`src/rtl/uart_tx_if.sv`:
```
`default_nettype none
`timescale 1ns/1ps
// +---------------------------------------------------------------------------+
// | Module      : uart_tx_if                                                  |
// | Description : Request/config/serial-line bundle for the UART transmitter. |
// |               master = request source (drives byte, valid, config),       |
// |               slave  = uart_tx (drives TX_OUT and Busy).                  |
// | Signals     : P_DATA     byte to send                                     |
// |               Data_Valid send request                                     |
// |               PAR_EN     insert parity bit                                |
// |               PAR_TYP    0: even parity (^data), 1: odd parity (~^data)   |
// |               Prescale   clocks per bit (0 means 2**PRESCALE_WIDTH)       |
// |               TX_OUT     serial line, idle high                           |
// |               Busy       request would not be accepted                    |
// | Revision    : 1.0  initial release                                        |
// +---------------------------------------------------------------------------+
interface uart_tx_if #(
    parameter int DATA_WIDTH     = 8,
    parameter int PRESCALE_WIDTH = 6
);
    logic [DATA_WIDTH-1:0]     P_DATA;
    logic                      Data_Valid;
    logic                      PAR_EN;
    logic                      PAR_TYP;
    logic [PRESCALE_WIDTH-1:0] Prescale;
    logic                      TX_OUT;
    logic                      Busy;

    modport master (
        output P_DATA,
        output Data_Valid,
        output PAR_EN,
        output PAR_TYP,
        output Prescale,
        input  TX_OUT,
        input  Busy
    );

    modport slave (
        input  P_DATA,
        input  Data_Valid,
        input  PAR_EN,
        input  PAR_TYP,
        input  Prescale,
        output TX_OUT,
        output Busy
    );
endinterface
`default_nettype wire

```
`src/rtl/uart_tx.sv`:
```
`default_nettype none
`timescale 1ns/1ps
// +---------------------------------------------------------------------------+
// | Module      : uart_tx                                                     |
// | Description : Serial UART transmitter. Sends start bit, DATA_WIDTH data   |
// |               bits LSB first, optional parity bit and one stop bit.       |
// |               Every bit lasts the latched Prescale clocks (0 => 64 with   |
// |               the default PRESCALE_WIDTH). TX_OUT comes from a flop.      |
// | Ports       : clk    system clock, rising edge                            |
// |               rst    asynchronous reset, active LOW                       |
// |               io_tx  uart_tx_if.slave: P_DATA, Data_Valid, PAR_EN,        |
// |                      PAR_TYP, Prescale in; TX_OUT, Busy out               |
// | Config      : UART_TX_HOLD_REG_EN defined -> one-entry holding register;  |
// |               a request queued during a frame starts right after its      |
// |               stop bit with no idle gap, and Busy means "holding          |
// |               register full". Undefined -> single buffer, Busy covers     |
// |               the whole frame.                                            |
// | Revision    : 1.0  initial release                                        |
// +---------------------------------------------------------------------------+
module uart_tx #(
    parameter int DATA_WIDTH     = 8,
    parameter int PRESCALE_WIDTH = 6
) (
    input  logic     clk,
    input  logic     rst,
    uart_tx_if.slave io_tx
);

    localparam int                        IDX_W      = (DATA_WIDTH > 1) ? $clog2(DATA_WIDTH) : 1;
    localparam logic [IDX_W-1:0]          c_LAST_IDX = IDX_W'(DATA_WIDTH - 1);
    localparam logic [IDX_W-1:0]          c_IDX_ONE  = IDX_W'(1);
    localparam logic [PRESCALE_WIDTH-1:0] c_CNT_ONE  = PRESCALE_WIDTH'(1);

    typedef enum logic [2:0] {
        S_IDLE   = 3'd0,
        S_START  = 3'd1,
        S_DATA   = 3'd2,
        S_PARITY = 3'd3,
        S_STOP   = 3'd4
    } state_t;

    // ------------------------------------------------------------------
    // Registers
    // ------------------------------------------------------------------
    state_t                    r_state;
    logic [PRESCALE_WIDTH-1:0] r_cnt;
    logic [IDX_W-1:0]          r_idx;
    logic [DATA_WIDTH-1:0]     r_data;
    logic                      r_par_en;
    logic                      r_par_typ;
    logic [PRESCALE_WIDTH-1:0] r_prescale;
    logic                      r_tx_out;
    logic                      r_busy;

    // ------------------------------------------------------------------
    // Combinational next-state signals
    // ------------------------------------------------------------------
    state_t                    w_state_nxt;
    logic [PRESCALE_WIDTH-1:0] w_cnt_nxt;
    logic [IDX_W-1:0]          w_idx_nxt;
    logic                      w_tx_nxt;
    logic                      w_busy_nxt;
    logic                      w_bit_end;
    logic                      w_accept;
    logic                      w_start_in;

`ifdef UART_TX_HOLD_REG_EN
    logic                      r_hold_full;
    logic [DATA_WIDTH-1:0]     r_hold_data;
    logic                      r_hold_par_en;
    logic                      r_hold_par_typ;
    logic [PRESCALE_WIDTH-1:0] r_hold_prescale;
    logic                      w_start_hold;
    logic                      w_accept_hold;
`endif

    // The counter wraps naturally, so Prescale=0 gives a full 2**W period:
    // 0 - 1 = all ones is the last count.
    assign w_bit_end = (r_cnt == (r_prescale - c_CNT_ONE));
    assign w_accept  = io_tx.Data_Valid & ~r_busy;

`ifdef UART_TX_HOLD_REG_EN
    // A request arriving during a frame parks in the holding register, except
    // on the very last stop cycle, where it is launched directly instead so
    // the FSM never sits in IDLE with a queued request.
    assign w_accept_hold = w_accept && (r_state != S_IDLE) &&
                           !((r_state == S_STOP) && w_bit_end);
`endif

    // ------------------------------------------------------------------
    // FSM next-state logic
    // ------------------------------------------------------------------
    always_comb begin
        w_state_nxt  = r_state;
        w_cnt_nxt    = r_cnt;
        w_idx_nxt    = r_idx;
        w_start_in   = 1'b0;
`ifdef UART_TX_HOLD_REG_EN
        w_start_hold = 1'b0;
`endif
        case (r_state)
            S_IDLE: begin
                w_cnt_nxt = '0;
                w_idx_nxt = '0;
                if (w_accept) begin
                    w_state_nxt = S_START;
                    w_start_in  = 1'b1;
                end
            end
            S_START: begin
                w_cnt_nxt = r_cnt + c_CNT_ONE;
                if (w_bit_end) begin
                    w_cnt_nxt   = '0;
                    w_idx_nxt   = '0;
                    w_state_nxt = S_DATA;
                end
            end
            S_DATA: begin
                w_cnt_nxt = r_cnt + c_CNT_ONE;
                if (w_bit_end) begin
                    w_cnt_nxt = '0;
                    if (r_idx == c_LAST_IDX) begin
                        w_idx_nxt   = '0;
                        w_state_nxt = r_par_en ? S_PARITY : S_STOP;
                    end else begin
                        w_idx_nxt = r_idx + c_IDX_ONE;
                    end
                end
            end
            S_PARITY: begin
                w_cnt_nxt = r_cnt + c_CNT_ONE;
                if (w_bit_end) begin
                    w_cnt_nxt   = '0;
                    w_state_nxt = S_STOP;
                end
            end
            S_STOP: begin
                w_cnt_nxt = r_cnt + c_CNT_ONE;
                if (w_bit_end) begin
                    w_cnt_nxt   = '0;
                    w_state_nxt = S_IDLE;
`ifdef UART_TX_HOLD_REG_EN
                    if (r_hold_full) begin
                        w_state_nxt  = S_START;
                        w_start_hold = 1'b1;
                    end else if (w_accept) begin
                        w_state_nxt  = S_START;
                        w_start_in   = 1'b1;
                    end
`endif
                end
            end
            default: begin
                w_state_nxt = S_IDLE;
                w_cnt_nxt   = '0;
                w_idx_nxt   = '0;
            end
        endcase
    end

    // ------------------------------------------------------------------
    // Line value for the next cycle. Data/parity use r_data, which was
    // loaded on entry to START and is therefore stable by the time the
    // FSM reaches DATA or PARITY.
    // ------------------------------------------------------------------
    always_comb begin
        w_tx_nxt = 1'b1;
        case (w_state_nxt)
            S_START:  w_tx_nxt = 1'b0;
            S_DATA:   w_tx_nxt = r_data[w_idx_nxt];
            S_PARITY: w_tx_nxt = r_par_typ ? ~(^r_data) : (^r_data);
            default:  w_tx_nxt = 1'b1;
        endcase
    end

`ifdef UART_TX_HOLD_REG_EN
    assign w_busy_nxt = (r_hold_full | w_accept_hold) & ~w_start_hold;
`else
    assign w_busy_nxt = (w_state_nxt != S_IDLE);
`endif

    // ------------------------------------------------------------------
    // State and output registers
    // ------------------------------------------------------------------
    always_ff @(posedge clk or negedge rst) begin
        if (!rst) begin
            r_state  <= S_IDLE;
            r_cnt    <= '0;
            r_idx    <= '0;
            r_tx_out <= 1'b1;
            r_busy   <= 1'b0;
        end else begin
            r_state  <= w_state_nxt;
            r_cnt    <= w_cnt_nxt;
            r_idx    <= w_idx_nxt;
            r_tx_out <= w_tx_nxt;
            r_busy   <= w_busy_nxt;
        end
    end

    // Active-frame configuration, captured only when a frame is launched so
    // input changes mid-frame have no effect.
    always_ff @(posedge clk or negedge rst) begin
        if (!rst) begin
            r_data     <= '0;
            r_par_en   <= 1'b0;
            r_par_typ  <= 1'b0;
            r_prescale <= '0;
        end else if (w_start_in) begin
            r_data     <= io_tx.P_DATA;
            r_par_en   <= io_tx.PAR_EN;
            r_par_typ  <= io_tx.PAR_TYP;
            r_prescale <= io_tx.Prescale;
        end
`ifdef UART_TX_HOLD_REG_EN
        else if (w_start_hold) begin
            r_data     <= r_hold_data;
            r_par_en   <= r_hold_par_en;
            r_par_typ  <= r_hold_par_typ;
            r_prescale <= r_hold_prescale;
        end
`endif
    end

`ifdef UART_TX_HOLD_REG_EN
    always_ff @(posedge clk or negedge rst) begin
        if (!rst) begin
            r_hold_full     <= 1'b0;
            r_hold_data     <= '0;
            r_hold_par_en   <= 1'b0;
            r_hold_par_typ  <= 1'b0;
            r_hold_prescale <= '0;
        end else if (w_accept_hold) begin
            r_hold_full     <= 1'b1;
            r_hold_data     <= io_tx.P_DATA;
            r_hold_par_en   <= io_tx.PAR_EN;
            r_hold_par_typ  <= io_tx.PAR_TYP;
            r_hold_prescale <= io_tx.Prescale;
        end else if (w_start_hold) begin
            r_hold_full     <= 1'b0;
        end
    end
`endif

    assign io_tx.TX_OUT = r_tx_out;
    assign io_tx.Busy   = r_busy;

endmodule
`default_nettype wire

```
`src/flat_wrapper.sv`:
```
// flat-port wrapper written by rule: the top's interface ports become plain ports
module uart_tx_flat 
#(
    parameter int DATA_WIDTH     = 8,
    parameter int PRESCALE_WIDTH = 6
)
  (clk, rst, io_tx_P_DATA, io_tx_Data_Valid, io_tx_PAR_EN, io_tx_PAR_TYP, io_tx_Prescale, io_tx_TX_OUT, io_tx_Busy);
  uart_tx_if #(.DATA_WIDTH(DATA_WIDTH), .PRESCALE_WIDTH(PRESCALE_WIDTH)) io_tx_i ();
  input  logic clk;
  input  logic rst;
  input wire logic [$bits(io_tx_i.P_DATA)-1:0] io_tx_P_DATA;
  input wire logic [$bits(io_tx_i.Data_Valid)-1:0] io_tx_Data_Valid;
  input wire logic [$bits(io_tx_i.PAR_EN)-1:0] io_tx_PAR_EN;
  input wire logic [$bits(io_tx_i.PAR_TYP)-1:0] io_tx_PAR_TYP;
  input wire logic [$bits(io_tx_i.Prescale)-1:0] io_tx_Prescale;
  output wire logic [$bits(io_tx_i.TX_OUT)-1:0] io_tx_TX_OUT;
  output wire logic [$bits(io_tx_i.Busy)-1:0] io_tx_Busy;
  assign io_tx_i.P_DATA = io_tx_P_DATA;
  assign io_tx_i.Data_Valid = io_tx_Data_Valid;
  assign io_tx_i.PAR_EN = io_tx_PAR_EN;
  assign io_tx_i.PAR_TYP = io_tx_PAR_TYP;
  assign io_tx_i.Prescale = io_tx_Prescale;
  assign io_tx_TX_OUT = io_tx_i.TX_OUT;
  assign io_tx_Busy = io_tx_i.Busy;
  uart_tx #(.DATA_WIDTH(DATA_WIDTH), .PRESCALE_WIDTH(PRESCALE_WIDTH)) u_core (.clk(clk), .rst(rst), .io_tx(io_tx_i));
endmodule
```
`config.mk`:
```
export PLATFORM = sky130hd
export DESIGN_NAME = uart_tx_flat
export DESIGN_NICKNAME = d
export VERILOG_FILES = /design/src/rtl/uart_tx_if.sv /design/src/rtl/uart_tx.sv /design/src/flat_wrapper.sv
export SDC_FILE = /design/constraint.sdc
export NUM_CORES = 1
export LEC_CHECK = 0
export ABC_AREA = 1
export BUFFER_PORTS_ARGS = -buffer_cell sky130_fd_sc_hd__buf_2
export CAP_MARGIN = 5
export CORE_MARGIN = 4
export CORE_UTILIZATION = 45
export DETAILED_ROUTE_END_ITERATION = 7
export PLACE_DENSITY = 0.72
export SYNTH_ARGS = -nofsm -noshare
export SYNTH_HDL_FRONTEND = slang
export SYNTH_SLANG_ARGS = --single-unit
```
`constraint.sdc`:
```
create_clock -name clk -period 4 [get_ports clk]
set_input_delay 0.2 -clock clk [delete_from_list [all_inputs] [get_ports clk]]
set_output_delay 0.2 -clock clk [all_outputs]
set_load 0.005 [all_outputs]
```
==> metrics, run 1 <==
synthesized net count=250; relative slew slack=0.564; Initial Utilization=0.480; Post-Syn Instances=227; critical path class=reg2reg; CP Launch Type=register; vias=1488; setup tns final=0 ps; ant diodes=0; R2R setup slack=1650 ps; Leak Pwr=1.10 nW; sequential area share after synthesis=0.415; Pre-Repair DR Iteration Count=4; # DRC=0; GP Congestion=0.827; Final period util=0.587; GRT Overall Usage=0.150; synth unique cells=31; Hold WC Path Type=in2reg; cts bufs inserted=5; largest family of logic cells by synthesized area=simple AND/OR/NAND/NOR gates; Synth Area in XOR/XNOR=0.0718; slowest cell delay on critical path=390 ps; Gate power share=0.025; final instance area=2070 um^2; CP max FO=10; worst-path cell chain=inv_1, ha_1, nand2_1, nand2_1, nor2_1, nand2_1, nor2_2, nand3_4, nand2_1, nand3_2, nand2_4, nand2_1, nand2_1, nand2_1, nand3_1, nand2_1, nand2_1, nand2_1; Final Slew Violations=0; Chip Height=71.5 um; max-cap violations=0; Post-Syn Area per Cell=7.98 um^2; DIE AREA=5110 um^2; WL per Instance=11.3 um; clock sinks=30; worst vdd ir=0.000251 V; post-synthesis adder-cell area fraction=0.0276; post-CTS sizing=0; Worst-Margin Slew=654 ps; final setup skew=5.14 ps; Hold Vio Cnt, Final=0; internal power=0.000450 W; CTS H-Tree Depth=2; Clk pwr share=0.440; pwr/cell area=275 nW/um^2; final wirelength=3410 um; Via density=4.93; highest clock rate=0.426 GHz; vias in the first global route=1384; Filler cells=354; synth top area cells=dfrtp_1 (40%), nand2_1 (11%), nor2_1 (6.8%), nand3_1 (6.1%), inv_1 (5.8%); I/O Buffers=20; layout cells sized above 1=0.209; core footprint=3770 um^2; Post-synth top flop=dfrtp_1; most instantiated library cell after synthesis=nand2_1; Buf/Inv on CP=1; die width=71.5 um; FP Rows=22; DP HPWL=2520 um; mapped cell area=1810 um^2; Setup crit end kind=register; ANT nets after route=0; Yosys warnings=0; post-layout util=0.548; Simple-Gate Fraction of Synth Area=0.302; fin crit period=2350 ps; Post-synth top cells=nand2_1 (51), nor2_1 (33), dfrtp_1 (29); EDFF count, synth=0; largest net degree at the start of global routing=31; cell repeated most along the worst path=nand2_1; Layout area overhead=14.2%; outcome=finished, final reports clean; Clock Latency Late Sink=280 ps; Post-synth ARST share=1.00; switching portion of total power=0.207; worst endpoint data arrival time=2560 ps; top cell type's share of synthesized area=0.401; NetSw=0.000118 W; Congestion Overflow GR=0; Initial DRC Count=74; Crit-path slowest cell=dfrtp_1; cell taking the most area after synthesis=dfrtp_1; placed cell areas=1970 um^2; CP top delay family=simple AND/OR/NAND/NOR gates; mux contribution to synthesized area=0.0559; clk buf depth=2; WP data required=4210 ps; CTS tree=done; final setup fails=0; Worst-path clk slew=60 ps; io pins=21; antenna violations before repair=0; Clock Tree Root=clkbuf_8; Seq pwr share=0.534; Compound-Gate Fraction of Synth Area=0.0566; first-pass GRT wire length=6010 um; nets@finish=276; RSZ-0062 raised after global routing=no; Yosys reg bits=30
==> cell type report <==
type / instances / area, um^2 / share of cell area
Clock buffer: 8 / 90.1 / 0.0436
Timing Repair Buffer: 22 / 118 / 0.0569
Tap cell: 48 / 60.1 / 0.0290
Inverter: 31 / 118 / 0.0569
Sequential cell: 30 / 752 / 0.364
Multi-Input combinational cell: 163 / 931 / 0.450
==> per-layer routing <==
layer / global-route usage / vias to the layer above / share of wire
met1: 0.191 / 683 / 0.49
met5: 0 / - / 0
met2: 0.233 / 25 / 0.44
met4: 0.0647 / 0 / 0.024
met3: 0.0505 / 9 / 0.044
li1: - / 771 / -
==> repair_timing <==
action	4_1_cts	5_1_grt
endpoints found under the hold margin	29	0
hold buffers	1	0
buffers inserted	0	0
==> power groups by stage <==
| stage | clock network (W) | logic, W | registers [W] |
|---|---|---|---|
| 2_1_floorplan | 0 | 0.000000136 | 0.000309 |
| 3_3_place_gp | 0 | 0.0000142 | 0.000309 |
| 3_5_place_dp | 0 | 0.0000141 | 0.000309 |
| 4_1_cts | 0.000257 | 0.0000149 | 0.000303 |
| 5_1_grt | 0.000271 | 0.0000171 | 0.000303 |
| 6_report | 0.000250 | 0.0000143 | 0.000304 |
==> stage by stage <==
stage          setup WS (ps)  std cells  hold slack [ps]  power, W
3_3_place_gp            1710        293              275  0.000323
6_report                1650        302              141  0.000568
5_1_grt                 1360        302              144  0.000591
3_5_place_dp            1680        293              265  0.000323
4_1_cts                 1650        302              138  0.000575
2_1_floorplan           1980        227            -95.6  0.000309
==> placed cells by master, fill, tap and decap left out, drive strengths merged <==
master       count
or2              2
mux2             9
buf             21
a21oi            8
inv             30
clkinv           1
o311ai           2
a211oi           1
nand4            1
nor2            35
nand2b           1
nor3b            1
dfstp            1
o211ai           2
dlygate4sd3      1
clkbuf           8
o21ai            2
xnor2            7
nand3b           1
dfrtp           29
ha               4
nand3           24
xor2             7
nand2           56
==> path summary, 6_finish.rpt <==
path,startpoint,endpoint,depth (start not counted)
setup / recovery,u_core.r_prescale[0],u_core.io_tx.TX_OUT,18
hold / removal,io_tx_P_DATA[7],u_core.r_data[7],2
setup reg to reg,u_core.r_prescale[0],u_core.io_tx.TX_OUT,18
hold reg to reg,u_core.r_cnt[0],u_core.r_cnt[0],1
max in group asynchronous,rst,u_core.r_state[2],2
min in group asynchronous,rst,u_core.r_prescale[4],2
==> sequential cells by signal, indices dropped and copies added, names as in the netlist <==
register             flops
u_core.io_tx.Busy        1
u_core.io_tx.TX_OUT      1
u_core.r_cnt             6
u_core.r_data            8
u_core.r_idx             3
u_core.r_par_en          1
u_core.r_par_typ         1
u_core.r_prescale        6
u_core.r_state           3
==> cell families after synthesis <==
kind of cell / Yosys count
xor+xnor: 14
mux: 9
flops: 30
fa+ha+maj: 4
simple gates: 121
buf+inv: 34
compound gates: 15
No activity file was read; power rests on OpenSTA's default activity.
==> run 2, diff against run 1 <==
==> constraint.sdc (replaced) <==
create_clock -name clk -period 2.3 [get_ports clk]
set_input_delay 0.115 -clock clk [delete_from_list [all_inputs] [get_ports clk]]
set_output_delay 0.115 -clock clk [all_outputs]
set_load 0.005 [all_outputs]
==> run 2 against run 1 <==
  * Combinational power rose by 76%
  * Critical path depth is 2 higher
  * Cell count is 2.3% higher
  * Critical path type unchanged
  * Highest routed layer unchanged
==> metrics, run 2 (synthesis gave the netlist of run 1 again) <==
GRT met1 Usage=0.188 (was 0.191); FP Rows=22 (unchanged); global route hottest layer=met2 (unchanged); relative slew slack=0.565 (was 0.564); Setup WS pre-CTS=137 ps (was 1680 ps); largest net degree at the start of global routing=31 (unchanged); worst endpoint data arrival time=2360 ps (was 2560 ps); first-pass GRT wire length=5730 um (was 6010 um); R2R setup slack=160 ps (was 1650 ps); post-layout util=0.576 (was 0.548); Initial DRC Count=85 (was 74); worst hold start=io_tx_PAR_TYP (was io_tx_P_DATA[7]); antenna violations before repair=0 (unchanged); Clock Tree Root=clkbuf_8 (unchanged); Pre-Repair DR Iteration Count=4 (unchanged); GRT Overall Usage=0.142 (was 0.150); Final Slew Violations=0 (unchanged); Leak Pwr=1.13 nW (was 1.10 nW); Via density=4.91 (was 4.93); final setup fails=0 (unchanged); Setup crit end kind=register (unchanged); Hold WC Path Type=in2reg (unchanged); vias=1517 (was 1488); layout cells sized above 1=0.264 (was 0.209); Register Area=752 um^2 (unchanged); hold depth=2 (unchanged); Clock Latency Late Sink=290 ps (was 280 ps); GP Congestion=0.878 (was 0.827); CTS tree=done (unchanged); r2r endpoint=u_core.io_tx.TX_OUT (unchanged); worst vdd ir=0.000445 V (was 0.000251 V); Final period util=0.930 (was 0.587); Initial Utilization=0.480 (unchanged); met3 GRT Util=0.0421 (was 0.0505); nets@finish=283 (was 276); final cell count without fillers=309 (was 302); Worst-Margin Slew=652 ps (was 654 ps); cts bufs inserted=5 (unchanged); outcome=finished, final reports clean (unchanged); io pins=21 (unchanged); final wirelength=3590 um (was 3410 um); Regs by FF count=u_core.r_data x8, u_core.r_cnt x6, u_core.r_prescale x6 (unchanged); DIE AREA=5110 um^2 (unchanged); Chip Height=71.5 um (unchanged); WL per Instance=11.6 um (was 11.3 um); Layout area overhead=20.0% (was 14.2%); final worst slack=160 ps (was 1650 ps); commonest non-fill, non-tap cell in the layout=nand2_1 (unchanged); CP Launch Type=register (unchanged); CP max FO=5 (was 10); CTS H-Tree Depth=2 (unchanged); highest clock rate=0.467 GHz (was 0.426 GHz); max-cap violations=0 (unchanged); Pwr Total=0.000991 W (was 0.000568 W); fin crit period=2140 ps (was 2350 ps); Congestion Overflow GR=0 (unchanged); vias in the first global route=1363 (was 1384); DP HPWL=2500 um (was 2520 um); Worst-path clk slew=70 ps (was 60 ps); worst r2r src=u_core.r_prescale[1] (was u_core.r_prescale[0]); # DRC=0 (unchanged); worst hold slack=62.5 ps (was 141 ps); ant diodes=0 (unchanged); clock sinks=30 (unchanged); FF-to-FF path depth=20 (was 18); commonest cells after routing, fill and taps aside=nand2_1 (47), nor2_1 (31), dfrtp_1 (29) (was nand2_1 (51), nor2_1 (33), dfrtp_1 (29)); clk buf depth=2 (unchanged); critical path class=reg2reg (unchanged); die width=71.5 um (unchanged); Biggest register=u_core.r_data (unchanged); WHS Endpoint=u_core.r_par_typ (was u_core.r_data[7]); final setup skew=9.41 ps (was 5.14 ps); WP data required=2520 ps (was 4210 ps); grt met2 use=0.221 (was 0.233); core footprint=3770 um^2 (unchanged); footprint of the multi-input gates=991 um^2 (was 931 um^2); Hold Vio Cnt, Final=0 (unchanged); max reg flops=8 (unchanged); Filler cells=326 (was 354); pwr/cell area=456 nW/um^2 (was 275 nW/um^2); post-placement cell count=294 (was 293); ANT nets after route=0 (unchanged); I/O Buffers=20 (unchanged)
run 2: cell types whose count changed in the layout (fill, tap and decap cells not counted):
| cell | before | now |
|---|---|---|
| buf_4 | 1 | 7 |
| nand2_1 | 51 | 47 |
| nand2_2 | 3 | 5 |
| nand2_4 | 2 | 4 |
| nor2_1 | 33 | 31 |
| nor2_4 | 0 | 2 |
| ha_1 | 4 | 3 |
| ha_2 | 0 | 1 |
| inv_1 | 28 | 27 |
| inv_2 | 2 | 3 |
| nand3_1 | 22 | 21 |
| nand3_2 | 1 | 2 |
| nand3_4 | 1 | 2 |
run 2: where the power goes:
part	internal, W	switching, W	leakage [nW]
logic	0.0000118	0.0000134	0.730
clock network	0.000244	0.000194	0.0455
registers	0.000528	0	0.359
run 2: worst max path at each step:
stage / from / end / slack, ps / depth (start not counted)
after global placement: u_core.r_prescale[0] / u_core.io_tx.TX_OUT / 160 / 19
after global routing: u_core.r_prescale[0] / u_core.io_tx.TX_OUT / -20 / 19
final: u_core.r_prescale[1] / u_core.io_tx.TX_OUT / 160 / 20
after floorplan: u_core.r_prescale[0] / u_core.io_tx.Busy / 280 / 14
after detailed placement: u_core.r_prescale[0] / u_core.io_tx.TX_OUT / 140 / 19
after CTS: u_core.r_prescale[0] / u_core.io_tx.TX_OUT / 120 / 19
run 2: worst max-delay path, cell delays in order (launching register included):
cell and delay (ps):
dfrtp_1 360, inv_1 60, ha_2 320, inv_1 40, nand2_1 40, nand2_1 50, nor2_2 110, nand2_2 70
nor2_4 120, nand3_4 130, nand2_4 100, nand2_4 60, nand2_4 110, nand2_4 70, nand2_1 60, nand2_1 60
nand2_1 80, nand3_2 70, nand2_2 70, nand2_1 50, nand2_1 50
run 2: timing repair:
item,4_1_cts,5_1_grt
endpoints found under the setup margin,0,2
setup buffers,0,5
hold buffers,1,0
endpoints found under the hold margin,29,0
gates resized for setup,0,14
run 2: cell type report:
cell class / instances / area share
Inverter: 31 / 0.0541
Clock buffer: 8 / 0.0415
Timing Repair Buffer: 28 / 0.0748
Sequential cell: 30 / 0.346
Multi-Input combinational cell: 164 / 0.456
Tap cell: 48 / 0.0276
run 2: through the flow:
step	setup TNS [ps]	cell area, um^2
after floorplan	0	1810
after global placement	0	1980
after detailed placement	0	1980
after CTS	0	2080
after global routing	-22.4	2170
final	0	2170
run 2: routing by layer:
metal	wire length [um]	vias up	part of all wire
met3	146	5	0.041
met2	1620	33	0.45
met4	47	0	0.013
met1	1770	690	0.49
met5	0	-	0
li1	-	789	-
